`src/rtl/xbus_pkg.sv`:
```
// rtl/xbus_pkg.sv - shared state encoding and default address map for the XBUS router
package xbus_pkg;

    // FSM state encoding
    localparam logic [1:0] ST_IDLE    = 2'd0;
    localparam logic [1:0] ST_ACTIVE  = 2'd1;
    localparam logic [1:0] ST_RESP    = 2'd2;
    localparam logic [1:0] ST_RELEASE = 2'd3;

    typedef enum logic [1:0] {
        S_IDLE    = ST_IDLE,
        S_ACTIVE  = ST_ACTIVE,
        S_RESP    = ST_RESP,
        S_RELEASE = ST_RELEASE
    } xbus_state_t;

    // Default geometry
    localparam int XBUS_DEF_NSLAVES = 4;
    localparam int XBUS_DEF_ADDR_W  = 32;
    localparam int XBUS_DEF_DATA_W  = 32;
    localparam int XBUS_DEF_TIMEOUT = 255;
    localparam int XBUS_DEF_TO_W    = 8;

    // Default map: slave0 at 0x0000_10xx, slave1 at 0x8000_xxxx, slaves 2/3 disabled
    localparam logic [XBUS_DEF_NSLAVES*XBUS_DEF_ADDR_W-1:0] XBUS_DEF_BASE = {
        32'h0000_0000, 32'h0000_0000, 32'h8000_0000, 32'h0000_1000
    };
    localparam logic [XBUS_DEF_NSLAVES*XBUS_DEF_ADDR_W-1:0] XBUS_DEF_MASK = {
        32'h0000_0000, 32'h0000_0000, 32'hFFFF_0000, 32'hFFFF_FF00
    };

endpackage

```
`src/rtl/xbus_addr_match.sv`:
```
// rtl/xbus_addr_match.sv - combinational region decoder with lowest-index priority
module xbus_addr_match #(
    parameter int NSLAVES = 4,
    parameter int ADDR_W  = 32
) (
    input  logic [ADDR_W-1:0]         addr,
    input  logic [NSLAVES*ADDR_W-1:0] bases,
    input  logic [NSLAVES*ADDR_W-1:0] masks,
    output logic [NSLAVES-1:0]        winner,
    output logic                      any_hit
);

    logic [NSLAVES-1:0] hits;

    // Raw per-region hits; an all-zero mask disables the region
    always_comb begin
        hits = '0;
        for (int i = 0; i < NSLAVES; i++) begin
            hits[i] = ((addr & masks[i*ADDR_W +: ADDR_W]) == bases[i*ADDR_W +: ADDR_W])
                      && (|masks[i*ADDR_W +: ADDR_W]);
        end
    end

    // Overlapping regions resolve to the lowest index
    always_comb begin
        winner  = '0;
        any_hit = 1'b0;
        for (int i = 0; i < NSLAVES; i++) begin
            if (hits[i] && !any_hit) begin
                winner[i] = 1'b1;
                any_hit   = 1'b1;
            end
        end
    end

endmodule

```
`src/rtl/xbus_router.sv`:
```
// rtl/xbus_router.sv - registered XBUS address router with error ack and slave timeout
module xbus_router
    import xbus_pkg::*;
#(
    parameter int                          NSLAVES  = XBUS_DEF_NSLAVES,
    parameter int                          ADDR_W   = XBUS_DEF_ADDR_W,
    parameter int                          DATA_W   = XBUS_DEF_DATA_W,
    parameter logic [NSLAVES*ADDR_W-1:0]   SLV_BASE = XBUS_DEF_BASE,
    parameter logic [NSLAVES*ADDR_W-1:0]   SLV_MASK = XBUS_DEF_MASK,
    parameter int                          TIMEOUT  = XBUS_DEF_TIMEOUT,
    parameter int                          TO_W     = XBUS_DEF_TO_W
) (
    input  logic                      clk,
    input  logic                      rst,
    input  logic                      xbus_as,
    input  logic [ADDR_W-1:0]         xbus_addr,
    output logic [NSLAVES-1:0]        xbus_cs,
    input  logic [NSLAVES-1:0]        s_ack,
    input  logic [NSLAVES*DATA_W-1:0] s_rdata,
    output logic                      xbus_ack,
    output logic                      xbus_err,
    output logic [DATA_W-1:0]         xbus_rdata,
    output logic                      busy
);

    localparam logic [TO_W-1:0] TO_LIMIT = TO_W'(TIMEOUT);

    xbus_state_t        state;
    logic [TO_W-1:0]    wait_cnt;
    logic [TO_W-1:0]    wait_cnt_next;
    logic [NSLAVES-1:0] match_winner;
    logic               match_any;
    logic [DATA_W-1:0]  sel_rdata;
    logic               sel_ack;
    logic               timed_out;

    xbus_addr_match #(
        .NSLAVES (NSLAVES),
        .ADDR_W  (ADDR_W)
    ) u_match (
        .addr    (xbus_addr),
        .bases   (SLV_BASE),
        .masks   (SLV_MASK),
        .winner  (match_winner),
        .any_hit (match_any)
    );

    // Read data and ack of the currently selected slave only; others are ignored
    always_comb begin
        sel_rdata = '0;
        for (int i = 0; i < NSLAVES; i++) begin
            if (xbus_cs[i]) begin
                sel_rdata = sel_rdata | s_rdata[i*DATA_W +: DATA_W];
            end
        end
        sel_ack = |(s_ack & xbus_cs);
    end

    // Saturating wait counter and timeout detection for the current cycle
    always_comb begin
        wait_cnt_next = (wait_cnt == '1) ? wait_cnt : wait_cnt + 1'b1;
        timed_out     = (TIMEOUT != 0) && (wait_cnt_next >= TO_LIMIT);
    end

    assign busy = (state != S_IDLE);

    // Transfer FSM with registered select, ack/err pulses and read-data capture
    always_ff @(posedge clk) begin
        if (rst) begin
            state      <= S_IDLE;
            xbus_cs    <= '0;
            xbus_ack   <= 1'b0;
            xbus_err   <= 1'b0;
            xbus_rdata <= '0;
            wait_cnt   <= '0;
        end else begin
            xbus_ack <= 1'b0;
            xbus_err <= 1'b0;
            case (state)
                S_IDLE: begin
                    if (xbus_as) begin
                        if (match_any) begin
                            xbus_cs  <= match_winner;
                            wait_cnt <= '0;
                            state    <= S_ACTIVE;
                        end else begin
                            xbus_ack <= 1'b1;
                            xbus_err <= 1'b1;
                            state    <= S_RESP;
                        end
                    end
                end
                S_ACTIVE: begin
                    wait_cnt <= wait_cnt_next;
                    if (!xbus_as) begin
                        // Master abandoned the transfer: release the slave silently
                        xbus_cs <= '0;
                        state   <= S_IDLE;
                    end else if (sel_ack) begin
                        // A real ack beats a timeout landing in the same cycle
                        xbus_cs    <= '0;
                        xbus_ack   <= 1'b1;
                        xbus_rdata <= sel_rdata;
                        state      <= S_RESP;
                    end else if (timed_out) begin
                        xbus_cs  <= '0;
                        xbus_ack <= 1'b1;
                        xbus_err <= 1'b1;
                        state    <= S_RESP;
                    end
                end
                S_RESP: begin
                    state <= xbus_as ? S_RELEASE : S_IDLE;
                end
                S_RELEASE: begin
                    if (!xbus_as) begin
                        state <= S_IDLE;
                    end
                end
                default: begin
                    xbus_cs <= '0;
                    state   <= S_IDLE;
                end
            endcase
        end
    end

endmodule

```
`config.mk`:
```
export PLATFORM = sky130hd
export DESIGN_NAME = xbus_router
export DESIGN_NICKNAME = d
export VERILOG_FILES = /design/src/rtl/xbus_pkg.sv /design/src/rtl/xbus_addr_match.sv /design/src/rtl/xbus_router.sv
export SDC_FILE = /design/constraint.sdc
export NUM_CORES = 1
export LEC_CHECK = 0
export ABC_AREA = 1
export CORE_MARGIN = 5
export CORE_UTILIZATION = 33
export CTS_BUF_LIST = sky130_fd_sc_hd__clkbuf_4 sky130_fd_sc_hd__clkbuf_8
export CTS_CLUSTER_SIZE = 20
export DETAILED_ROUTE_END_ITERATION = 12
export GPL_TIMING_DRIVEN = 1
export PLACE_DENSITY = 0.83
export REMOVE_ABC_BUFFERS = 1
export SLEW_MARGIN = 20
export SYNTH_ARGS = -nofsm -noshare
export SYNTH_HDL_FRONTEND = slang
export SYNTH_SLANG_ARGS = --single-unit
```
`constraint.sdc`:
```
create_clock -name clk -period 2 [get_ports clk]
set_input_delay 0.3 -clock clk [delete_from_list [all_inputs] [get_ports clk]]
set_output_delay 0.3 -clock clk [all_outputs]
set_load 0.1 [all_outputs]
```
After elaboration in Yosys (flattened, before gate mapping)

Cells that the tools add are included.

Bits in registers: 48
Word-level logic and storage cells: 66
Input port bits: 167
Output and inout bits: 39

Add/subtract/negate cells: 1
Eq/ne operators: 10
Bitwise operators: 4
Reduce and logical (&&, ||, !) cells: 10
Muxes and demuxes: 34
Magnitude comparators: 1

Operator list:

| operator             | number |
|---|---|
| $mux 32              | 4 |
| $or 32x32->32        | 3 |
| $eq 24x5->1 const B  | 1 |
| $mux 8               | 3 |
| $mux 4               | 5 |
| $eq 16x16->1 const B | 1 |
| $pmux 8 s2           | 1 |
| $mux 2               | 7 |
| $mux 1               | 10 |
| $reduce_and 3->1     | 3 |
| $add 8x1->8 const B  | 1 |
| $eq 8x8->1 const B   | 1 |
| $ge 8x8->1 const B   | 1 |
| $pmux 2 s4           | 1 |
| $pmux 4 s2           | 1 |
| $ne 2x2->1 const B   | 3 |
| $and 4x4->4          | 1 |
| $eq 2x2->1 const B   | 2 |
| $ne 4x4->1 const B   | 1 |
| $pmux 1 s2           | 2 |
| $reduce_and 4->1     | 1 |
| $reduce_bool 2->1    | 2 |
| $reduce_or 4->1      | 1 |
| $eq 2x1->1 const B   | 1 |
| 3 further kinds      | 3 |

Depth between registers and ports, before layout

Depth in word-level cells: 8
Mapped depth: 13
Mapped depth without buffers: 13

Hierarchy

A second synthesis with hierarchy kept.

Cells, all modules: 1118
Area, all modules: 5898.2 um^2

By module, submodules not included:

| module          | cells each | instances | area an instance (um^2) | sequential area each (um^2) |
|---|---|---|---|---|
| xbus_addr_match | 736        | 1         | 3210.6                  | 0.0 |
| xbus_router     | 382        | 1         | 2687.6                  | 960.9 |

Worst setup path before layout

No wires, ideal clock.

Kind: register -> register
Start: register xbus_cs[1]
End: register xbus_rdata[18]
Arrival time: 2.051 ns
Setup time: 0.075 ns
Slack: -0.125 ns
Data required time: 1.925 ns
Path buffers: 2
Clock period less this slack: 2.125 ns
Stages on the path, launching flop included: 9
Path through: dfxtp_1 -> buf_2 -> inv_1 -> o22ai_1 -> inv_1 -> nor2_8 -> buf_6 -> o21ai_0 -> a31oi_1

Longest elaborated chain between the ends: 5
Elaborated cells between the ends (all ways): 8
Those cells by class: mux (3); bitwise (3); reduce/logical (2)

Ends and longest elaborated chain:

| what                     | line               | source |
|---|---|---|
| start: declaration       | xbus_router.sv:17  | `output logic [NSLAVES-1:0] xbus_cs,` |
| start signal: assignment | xbus_router.sv:83  | `xbus_cs <= match_winner;` |
| $mux 32                  | xbus_router.sv:52  | `if (xbus_cs[i]) begin` |
| $or 32x32->32            | xbus_router.sv:53  | `sel_rdata = sel_rdata \| s_rdata[i*DATA_W +: DATA_W];` |
| $mux 32                  | xbus_router.sv:52  |  |
| $or 32x32->32            | xbus_router.sv:53  |  |
| $mux 32                  | xbus_router.sv:52  |  |
| end signal: assignment   | xbus_router.sv:103 | `xbus_rdata <= sel_rdata;` |
| end: declaration         | xbus_router.sv:22  | `output logic [DATA_W-1:0] xbus_rdata,` |

Parallel ways exist; a longest one is shown, timed or not.
A chain may end at the register's enable or synchronous reset.

Final worst setup path

Start: register wait_cnt[1]
End: register state[0]

Longest elaborated chain between the ends: 5
Elaborated cells between the ends (all ways): 6
Those cells by class: add/sub (1); order compare (1); eq/ne (2); mux (1); reduce/logical (1)

Ends and longest elaborated chain:

| what                                      | line               | source |
|---|---|---|
| start: declaration                        | xbus_router.sv:29  | `logic [TO_W-1:0] wait_cnt;` |
| start signal: assignment                  | xbus_router.sv:94  | `wait_cnt <= wait_cnt_next;` |
| $add 8x1->8 or $eq 8x8->1 (tied branches) | xbus_router.sv:61  | `wait_cnt_next = (wait_cnt == '1) ? wait_cnt : wait_cnt + 1'b1;` |
| $mux 8 (*)                                | xbus_router.sv:61  |  |
| $ge 8x8->1 (*)                            | xbus_router.sv:62  | `timed_out = (TIMEOUT != 0) && (wait_cnt_next >= TO_LIMIT);` |
| $ne 4x4->1 (no source line) (*)           | n/a                |  |
| $reduce_and 3->1 (no source line) (*)     | n/a                |  |
| end signal: assignment                    | xbus_router.sv:113 | `state <= xbus_as ? S_RELEASE : S_IDLE;` |
| end: declaration                          | xbus_router.sv:28  | `xbus_state_t state;` |

Mark *: on every way between the ends. The rest lies on a longest branch, timed or not.

==> impl_metrics.yaml <==
setup_path:
  worst_ep_required_time_ns: 2.20
  r2r_slack_ns: 0.16
  cp_max_fo: 7
  startpoint_type: "flip-flop"
  path_class: "flip-flop to flip-flop"
  reg2reg_to: "state[0]"
  crit_path_end_kind: "flip-flop"
  crit_end: "state[0]"
  r2r_start: "wait_cnt[1]"
  critPathLaunch: "wait_cnt[1]"
  critPathArrivalTime_ns: 2.04
  r2r_cells: 12
floorplanning:
  core_area_um2: 7210
  rows: 31
  initial_core_util_pct: 33.9
  fp.dieW_um: 96.0
  die_y_um: 96.0
  io_pins: 206
  dieArea_um2: 9220
clock_tree:
  cts_tree: "done"
  h-tree-depth: 2
  clk_pin_slew_worst_paths_ns: 0.09
  worstSkewPairLatency_ns: 0.29
  post_cts_buffers: 0
  cts-root-buf: "clkbuf_8"
  cts_resized: 0
  cts_hold_buf: 0
  clk_path_buf_depth: 2
  numCtsBuffers: 5
  numClockSinks: 46
hold_path:
  hold_class: "flip-flop to flip-flop"
synthesis:
  synth_top_area_share_pct: 37.7
  synthTopCellsByCount: "115 x nand2_1, 46 x dfxtp_1, 32 x a31oi_1"
  synth-seq-cells: 46
  netlist_instances: 363
  synth_edf_count: 0
  synth_most_common_cell: "nand2_1"
  yosysUniqueCellTypes: 28
  yosysWarnings: 0
  yosysSeqAreaShare_pct: 37.7
  synth_area_leaders: "dfxtp_1 38%, nand2_1 18%, a31oi_1 8.2%"
  synth_area_per_cell_um2: 6.73
  ys.flop_type: "dfxtp_1"
  yosys.area.top_type: "dfxtp_1"
  syn-cell-area_um2: 2440
  ys_async_sr_fraction_pct: 0
timing:
  drv_slew: 0
  hold_viol: 0
  finClkSkew_ns: 0.00753
  finalCritPeriodShare_pct: 91.9
  min_period_ns: 1.84
  fmax_ghz: 0.544
  grt_setup_unrepaired: "no"
  setup_viol: 0
route:
  first_iter_violations: 106
  firstDrtPassIters: 6
  route.detailed.wl_per_inst_um: 12.7
  viasPerCell: 4.75
  drc: 0
  ant_nets: 0
  wl_um: 7470
  vias: 2787
cells_and_area:
  area_growth_syn_to_layout_pct: 57.6
  fin_area_um2: 3850
  fin_util_pct: 53.4
  insertedDiodeCount: 0
  finalNonFillerCells: 587
  nFillCells: 686
  final_layout_size_suffix_gt1_share_pct: 15.0
  nNetsFinal: 655
global_routing:
  grt_pass1_vias: 2756
  grt-ovfl-total: 0
  grt_max_degree: 41
  antenna_found_initial: 0
  grt_pass1_wl_um: 12000
  grt_use_total_pct: 16.1
power:
  power.leakage_nw: 1.52
  p_per_area_nw_per_um2: 632
  power_w: 0.00244
  p_int_w: 0.00154
  ir_drop_mv: 0.382
  clockPowerShare_pct: 24.1
  p_comb_share_pct: 35.9
  switching_share_pct: 36.9
  switching_power_w: 0.000900
  p_seq_share_pct: 40.1
place:
  dpl-instance-area_um2: 3760
  hpwl_um: 5800
  dp.cells: 579
  finalWeightedCongestion: 0.833
  io_buffers: 129
flow_run:
  cap_violations: 0
status:
  status: "finished, final reports clean"
-- worst min path at each step --
stage	start	to	slack (ns)	cells past startpoint
final	wait_cnt[7]	wait_cnt[7]	0.51	2
after global routing	xbus_rdata[26]	xbus_rdata[26]	0.55	2
after CTS	wait_cnt[7]	wait_cnt[7]	0.51	2
after detailed placement	wait_cnt[7]	wait_cnt[7]	0.49	2
after global placement	wait_cnt[7]	wait_cnt[7]	0.48	2
after floorplan	rst	state[1]	0.36	1
-- area by class of cell --
type / instances / area (um2) / area share [%]
Timing Repair Buffer: 137 / 1310 / 34.0
Clock inverter: 3 / 23.8 / 0.617
Multi-Input combinational cell: 268 / 1290 / 33.6
Inverter: 29 / 109 / 2.83
Tap cell: 99 / 124 / 3.22
Sequential cell: 46 / 921 / 23.9
Clock buffer: 5 / 68.8 / 1.79
-- power by group through the flow --
stage               Clock, W  Combinational [W]  Sequential [W]
finish              0.000586           0.000873        0.000976
global route        0.000652           0.000938        0.000983
CTS                 0.000607           0.000877        0.000976
detailed placement         0           0.000875        0.000997
global placement           0           0.000863        0.000996
floorplan                  0           0.000282         0.00122
-- sequential cells by signal, summed over array words and instances (netlist names) --
name,flops
state,2
xbus_err,1
wait_cnt,8
xbus_rdata,32
xbus_ack,1
xbus_cs,2
-- through the flow --
stage | TNS (ns) | hold slack [ns] | worst slack (ns)
2_1_floorplan | -22.50 | 0.362 | -0.750
3_3_place_gp | 0 | 0.481 | 0.189
3_5_place_dp | 0 | 0.492 | 0.124
4_1_cts | 0 | 0.507 | 0.162
5_1_grt | 0 | 0.549 | 0.000624
6_report | 0 | 0.508 | 0.162
-- per-layer routing --
layer	global-route usage [%]	routed length, um	up-vias
met3	4.30	534	12
met1	18.7	3010	1238
met2	28.8	3820	96
met5	0	0	-
met4	4.74	112	0
li1	-	-	1441
-- placed cells by master, fill, tap and decap left out, drive strengths merged --
cell and count:
nand2 120, clkdlybuf4s50 92, dfxtp 46, buf 45, o21ai 34, a31oi 32, nor2 32, inv 30
nand3 25, a21oi 14, nand4 5, clkbuf 5, conb 2, clkinvlp 2, o22ai 1, xnor2 1
and3 1, ha 1
-- cell families after synthesis --
family,count (synthesis),share of synthesized area [%]
buffers and inverters,50,9.43
other,1,0.154
xor gates and xnor gates,1,0.359
adders and majority gates,1,0.512
and+or+nand+nor,183,33.2
AOI/OAI and AO/OA,81,18.6
DFF,46,37.7
-- critical path, cell delays in order, from the launching register on --
cell,delay (ns)
dfxtp_1,0.41
ha_1,0.29
nand3_2,0.11
inv_2,0.10
nand2_4,0.08
nand2_1,0.10
nand3_1,0.12
nor2_2,0.18
nand2_2,0.08
nand2_4,0.09
nand4_1,0.08
nand2_1,0.07
inv_1,0.03
(Power assumes the default switching activity.)
